--- src/rtl/suprloco_upload_ctrl.sv ---
// suprloco_upload_ctrl: serves HPS upload reads of the save RAM and
// raises upload requests, either manually or after a quiet period.
// Optional feature macro: SUPRLOCO_AUTOSAVE_EN. When it is defined, the
// block counts frames with no game writes and requests a save once the
// count reaches QUIET_FRAMES.
module suprloco_upload_ctrl #(
  parameter logic [15:0] UPLOAD_INDEX = 16'd4,
  parameter int          ADDR_WIDTH   = 11,
  parameter int          RD_LATENCY   = 2,
  parameter int          QUIET_FRAMES = 120
) (
  input  logic                  i_EMU_MCLK,
  input  logic                  i_EMU_INITRST,
  input  logic                  ioctl_upload,
  input  logic [15:0]           ioctl_index,
  input  logic                  ioctl_rd,
  input  logic [26:0]           ioctl_addr,
  output logic [7:0]            ioctl_din,
  output logic                  ioctl_wait,
  output logic                  ioctl_upload_req,
  output logic [ADDR_WIDTH-1:0] o_RAM_ADDR,
  output logic                  o_RAM_RD,
  input  logic [7:0]            i_RAM_DATA,
  input  logic                  i_RAM_WR,
  input  logic                  i_VBLANK_n,
  input  logic                  i_SAVE_REQ,
  output logic                  o_BUSY
);

  typedef enum logic [1:0] {IDLE, WAIT, HOLD} state_t;

  state_t     state;
  logic [2:0] lat_cnt;
  logic       session;
  logic       session_rise;
  logic       in_range;
  logic       dirty;
  logic       pending;
  logic       auto_hit;
  logic       save_trig;

  // o_BUSY holds last cycle's session state, so a low o_BUSY with an
  // active session marks the first cycle of that session.
  assign session      = ioctl_upload && (ioctl_index == UPLOAD_INDEX);
  assign session_rise = session && !o_BUSY;
  assign in_range     = (ioctl_addr[26:ADDR_WIDTH] == '0);
  assign save_trig    = i_SAVE_REQ || auto_hit;

  // Read FSM: issue one RAM read, wait out its latency, return the byte.
  always_ff @(posedge i_EMU_MCLK) begin
    if (i_EMU_INITRST) begin
      state      <= IDLE;
      ioctl_din  <= 8'h00;
      ioctl_wait <= 1'b0;
      o_RAM_RD   <= 1'b0;
      o_RAM_ADDR <= '0;
      lat_cnt    <= 3'd0;
    end else begin
      o_RAM_RD <= 1'b0;
      case (state)
        IDLE: begin
          if (ioctl_rd && session) begin
            ioctl_wait <= 1'b1;
            if (in_range) begin
              o_RAM_ADDR <= ioctl_addr[ADDR_WIDTH-1:0];
              o_RAM_RD   <= 1'b1;
              lat_cnt    <= 3'd0;
              state      <= WAIT;
            end else begin
              state <= HOLD;
            end
          end
        end
        WAIT: begin
          // lat_cnt is 0 in the cycle o_RAM_RD is high; data is valid
          // when it reaches RD_LATENCY.
          if (lat_cnt == 3'(RD_LATENCY)) begin
            ioctl_din  <= i_RAM_DATA;
            ioctl_wait <= 1'b0;
            state      <= IDLE;
          end else begin
            lat_cnt <= lat_cnt + 3'd1;
          end
        end
        HOLD: begin
          ioctl_din  <= 8'hFF;
          ioctl_wait <= 1'b0;
          state      <= IDLE;
        end
        default: state <= IDLE;
      endcase
    end
  end

  // Session tracking, dirty flag and the upload request level.
  always_ff @(posedge i_EMU_MCLK) begin
    if (i_EMU_INITRST) begin
      o_BUSY           <= 1'b0;
      dirty            <= 1'b0;
      pending          <= 1'b0;
      ioctl_upload_req <= 1'b0;
    end else begin
      o_BUSY <= session;
      if (i_RAM_WR)          dirty <= 1'b1;
      else if (session_rise) dirty <= 1'b0;
      if (session_rise) begin
        ioctl_upload_req <= 1'b0;
        if (save_trig) pending <= 1'b1;
      end else if (session) begin
        if (save_trig) pending <= 1'b1;
      end else begin
        if (save_trig || pending) ioctl_upload_req <= 1'b1;
        pending <= 1'b0;
      end
    end
  end

`ifdef SUPRLOCO_AUTOSAVE_EN
  localparam int CNT_W = $clog2(QUIET_FRAMES + 1);

  logic             vblank_d;
  logic             vb_fall;
  logic [CNT_W-1:0] frame_cnt;

  assign vb_fall  = vblank_d && !i_VBLANK_n;
  // Fires once, on the frame that brings the counter up to QUIET_FRAMES.
  assign auto_hit = vb_fall && dirty && !i_RAM_WR &&
                    (frame_cnt == CNT_W'(QUIET_FRAMES - 1));

  // Quiet-frame counter: restarts on every game write, saturates at target.
  always_ff @(posedge i_EMU_MCLK) begin
    if (i_EMU_INITRST) begin
      vblank_d  <= 1'b1;
      frame_cnt <= '0;
    end else begin
      vblank_d <= i_VBLANK_n;
      if (i_RAM_WR)
        frame_cnt <= '0;
      else if (vb_fall && dirty && (frame_cnt != CNT_W'(QUIET_FRAMES)))
        frame_cnt <= frame_cnt + 1'b1;
    end
  end
`else
  logic unused_autosave;

  assign auto_hit        = 1'b0;
  assign unused_autosave = ^{i_VBLANK_n, dirty};
`endif

endmodule

--- config.mk ---
export PLATFORM = sky130hd
export DESIGN_NAME = suprloco_upload_ctrl
export DESIGN_NICKNAME = d
export VERILOG_FILES = /design/src/rtl/suprloco_upload_ctrl.sv
export SDC_FILE = /design/constraint.sdc
export NUM_CORES = 1
export LEC_CHECK = 0
export ABC_AREA = 1
export ABC_CLOCK_PERIOD_IN_PS = 1800
export BUFFER_PORTS_ARGS = -buffer_cell sky130_fd_sc_hd__buf_2
export CAP_MARGIN = 10
export CORE_UTILIZATION = 41
export CTS_CLUSTER_DIAMETER = 80
export DETAILED_ROUTE_END_ITERATION = 10
export PLACE_DENSITY = 0.76
export SLEW_MARGIN = 20
export SYNTH_ARGS = -nofsm -noshare
export SYNTH_HDL_FRONTEND = slang
export SYNTH_SLANG_ARGS = --single-unit
--- constraint.sdc ---
create_clock -name i_EMU_MCLK -period 1.8 [get_ports i_EMU_MCLK]
set_input_delay 0.27 -clock i_EMU_MCLK [delete_from_list [all_inputs] [get_ports i_EMU_MCLK]]
set_output_delay 0.27 -clock i_EMU_MCLK [all_outputs]
set_load 0.005 [all_outputs]
Yosys cells after proc, flatten, opt, wreduce, memory -nomap -nowiden. Cells that the tools add are included.

Input port bits: 58. Flip-flop bits (word level): 29. Word-level logic and storage cells: 56.

Equal/unequal tests: 8. Bitwise operators: 3. Mux-type cells: 17. $add $sub $neg: 1. Reductions and logical operators: 18.

Operators with widths (count): $eq A16 B3 Y1 const B (1); $logic_not A16 Y1 (1); $pmux W8 S2 (1); $mux W3 (3); $mux W8 (1); $ne A2 B2 Y1 const B (4); $mux W1 (6); $mux W2 (3); $pmux W3 S2 (1); $reduce_and A2 Y1 (3); $reduce_and A3 Y1 (2); $pmux W2 S2 (1); $reduce_and A4 Y1 (1); $reduce_bool A2 Y1 (2); $add A3 B1 Y3 const B (1); $eq A3 B2 Y1 const B (1); $logic_and A1 B1 Y1 (3); $not A1 Y1 (3); $pmux W1 S3 (1); $reduce_bool A3 Y1 (1); $reduce_or A3 Y1 (1); $eq A2 B1 Y1 const B (1); $eq A2 B2 Y1 const B (1); $logic_not A2 Y1 (1); other kinds (3) (3).

Logic depth before layout (Yosys ltp).
Word-level depth: 5. Mapped depth: 11. Depth with buffers taken out: 10.

Worst setup path before layout. No wires, ideal clock.

Kind: reg2reg. From: reg state[0]. To: reg ioctl_din[0]. Arrival: 1.308 ns. Cell stages (with the launch flop): 8. Data required time: 1.682 ns. Path slack: 0.374 ns. Setup time: 0.118 ns. Cell sequence: dfxtp_1 -> inv_1 -> ha_1 -> clkbuf_1 -> o21ai_2 -> inv_2 -> o21ai_1 -> nor2_1.

Cells in the longest elaborated chain, start to end: 3. Elaborated cells on any way between the ends: 6.

RTL lines: start, declared (line 32) `state_t state;`; start signal, assigned (line 52) `state <= IDLE;`; start signal, assigned (line 68) `state <= WAIT;`; start signal, assigned (line 70) `state <= HOLD;`; $eq A2 B1 Y1 or $eq A2 B2 Y1 (tied branches) (line 60) `case (state)`; $ne A2 B2 Y1 (no source line) or $reduce_bool A2 Y1 (tied branches); $reduce_and A2 Y1 (no source line); end signal, assigned (line 78) `ioctl_din <= i_RAM_DATA;`; end, declared (line 18) `output logic [7:0] ioctl_din,`.

Several ways; a longest one is shown, not always the timed one. A chain may end at the register's enable or synchronous reset.

Worst setup path in the final report.
From: reg state[0]. To: reg state[0].

Cells in the longest elaborated chain, start to end: 3. Elaborated cells on any way between the ends: 6.

RTL lines (line): $eq A2 B1 Y1 or $logic_not A2 Y1 (tied branches) (60); $ne A2 B2 Y1 (no source line); $reduce_and A2 Y1 (no source line).

Several ways; a longest one is shown, not always the timed one.

==> results.json <==
{
  "skew_ps": 6.53,
  "synthSimpleGateAreaFrac_pct": 35.6,
  "clock_latency_ps": 310,
  "yosysWarnings": 0,
  "avgSynthCellArea_sq_um": 7.15,
  "postCtsHoldBufs": 0,
  "grt-ovfl-total": 0,
  "fmax_mhz": 643,
  "grt_pass1_vias": 1248,
  "slowest_stage": "dfxtp_1",
  "path_cells": "inv_1 > ha_1 > inv_1 > nor2_1 > nand2_2 > inv_2 > nand3_1 > nand2_1",
  "wl_um": 2930,
  "final_cells": 321,
  "synth_fa_ha_area_share_pct": 4.51,
  "drv_slew": 0,
  "htree_levels": 2,
  "vias": 1428,
  "hold_violations": 0,
  "synth_area_leader_cell": "dfxtp_1",
  "syn_inst": 194,
  "design_power_total_mw": 1.11,
  "max_cap_viol_count": 0,
  "slew_headroom_pct": 73.5,
  "ys_ff_latch": 29,
  "antenna_found_initial": 0,
  "fp.coreArea_sq_um": 3130,
  "route.detailed.drc": 0,
  "first_pass_iters": 4,
  "rsz0062_at_grt": "false",
  "cp_max_fo": 12,
  "finalSetupTns_ps": 0,
  "synth_area_leaders": "dfxtp_1 (42%), nor2_1 (17%), o21ai_1 (6.9%)",
  "netlist.area_leader.share_pct": 41.8,
  "syn_nets": 257,
  "grtUsageTotal_pct": 17.9,
  "status": "finished, final reports clean",
  "cp-start-kind": "flop",
  "worstSetupPathType": "reg -> reg",
  "power.density_nw_per_um2": 594,
  "post-place-cells": 313,
  "num_antenna_cells": 0,
  "nNetsFinal": 339,
  "grt_max_degree": 27,
  "dieWidth_um": 60.2,
  "fin_util_pct": 60.0,
  "io_pins": 81,
  "cts-root-buf": "clkbuf_4",
  "synthToLayoutAreaGrowth_pct": 35.2,
  "cts_tree": "yes",
  "critPathArrivalTime_ps": 1820,
  "min_period_ps": 1550,
  "viasPerCell": 4.45,
  "min_path_type": "in -> reg",
  "critPathTopFamily": "simple AND/OR/NAND/NOR gates",
  "tightestPinTransition_ps": 397,
  "timing.hold.ws_ps": 172,
  "clockBufferDepth": 2,
  "ir_drop_mv": 0.386,
  "yosysSeqAreaShare_pct": 41.8,
  "portBuffers": 78,
  "post_cts_resized": 0,
  "synth-compound-area-share_pct": 12.3,
  "path_clk_slew_ps": 90,
  "initial_core_util_pct": 44.4,
  "synth_xor_area_share_pct": 0,
  "core.rowCount": 20,
  "grt_pass1_wl_um": 4950,
  "numCtsBuffers": 5,
  "netlist_area_sq_um": 1390,
  "path_common_cell": "inv_1",
  "leakagePower_nw": 0.953,
  "crit_buf_inv": 3,
  "final_layout_size_suffix_gt1_share_pct": 36.1,
  "cp.required_ps": 2060,
  "worst_setup_path_end_kind": "flop",
  "die_h_um": 60.2,
  "fin_crit_sh_pct": 86.4,
  "postCtsSetupBuffers": 0,
  "nFillCells": 330,
  "drtIter0Drc": 42,
  "setup_viol": 0,
  "synth_top_family_by_area": "simple AND/OR/NAND/NOR gates",
  "synth.distinct_cells": 26,
  "fp.dieArea_sq_um": 3620,
  "slowest_delay_ps": 340,
  "ant_nets": 0,
  "cts_sinks": 29,
  "synthMuxAreaShare_pct": 0,
  "place_congestion": 0.793,
  "hpwl_um": 2260,
  "wire_per_inst_um": 9.12
}
==> layer usage <==
layer  global-route usage [%]  routed length [um]
met1                     20.9                1380
met2                     31.4                1360
met3                     5.19                 173
met4                     4.98                  14
met5                        0                   0
==> final timing paths <==
path,from,endpoint,slack (ps),cells after the start
setup reg to reg,state[0]$_SDFFE_PP0P_,state[0]$_SDFFE_PP0P_,250,8
setup / recovery,state[0]$_SDFFE_PP0P_,state[0]$_SDFFE_PP0P_,250,8
hold reg to reg,pending$_SDFF_PP0_,pending$_SDFF_PP0_,470,1
hold / removal,i_EMU_INITRST,ioctl_upload_req$_SDFFE_PP0P_,170,2
==> layout make-up <==
cell class	instances	area (sq um)	share of cell area [%]
multi-input cells	146	727	38.8
flip-flops and latches	29	581	31.0
repair buffers	80	405	21.6
well taps	44	55.1	2.94
inverters	14	52.6	2.80
clock buffers	5	37.5	2.00
clock inverters	3	17.5	0.934
==> registers in the layout, summed over array words and instances (netlist names) <==
register          cells
ioctl_upload_req      1
o_RAM_ADDR           11
state                 2
ioctl_din             8
o_RAM_RD              1
pending               1
ioctl_wait            1
o_BUSY                1
lat_cnt               3
==> through the flow <==
step	setup slack, ps	cell area, sq um
after floorplan	374	1390
after global placement	219	1820
after detailed placement	189	1820
after CTS	228	1880
after global routing	37.2	1880
final	245	1880
==> cell families (layout without fill, tap and decap cells) <==
family	after synthesis	in the layout
buf+inv	19	102
simple gates	111	111
compound gates	30	30
flops	29	29
fa+ha+maj	5	5
==> cell usage after synthesis <==
| cell | count |
|---|---|
| a21oi_2 | 1 |
| inv_1 | 10 |
| clkbuf_1 | 3 |
| buf_2 | 1 |
| clkinv_1 | 1 |
| o21a_1 | 2 |
| nor3_1 | 11 |
| o21ai_0 | 1 |
| nand3_4 | 1 |
| nor2_8 | 1 |
| inv_2 | 3 |
| nand3_1 | 7 |
| or2_4 | 1 |
| nand4_1 | 2 |
| ha_1 | 5 |
| nor2_1 | 61 |
| dfxtp_1 | 29 |
| nand2_2 | 2 |
| a311oi_1 | 1 |
| a21oi_1 | 4 |
| nand2_1 | 23 |
| and2_1 | 1 |
| o21ai_2 | 2 |
| buf_6 | 1 |
| o21ai_1 | 19 |
| nor2_4 | 1 |
==> where the power goes <==
part / switching [mW] / internal [mW]
Clock: 0.220 / 0.147
Combinational: 0.0454 / 0.0590
Sequential: 0.000995 / 0.643
==> cells in the final DEF, fill, tap and decap left out, types with 2 or more instances in the layout <==
master and instances:
nand2_2 2, ha_1 5, nand3_1 7, a21oi_1 4
dfxtp_1 29, buf_4 2, o21a_1 2, buf_2 78
nand2_1 23, clkbuf_4 5, clkinv_2 2, o21ai_2 2
nor2_1 61, inv_1 10, nor3_1 11, o21ai_1 19
inv_2 3, nand4_1 2
No activity file was read; power rests on OpenSTA's default activity.
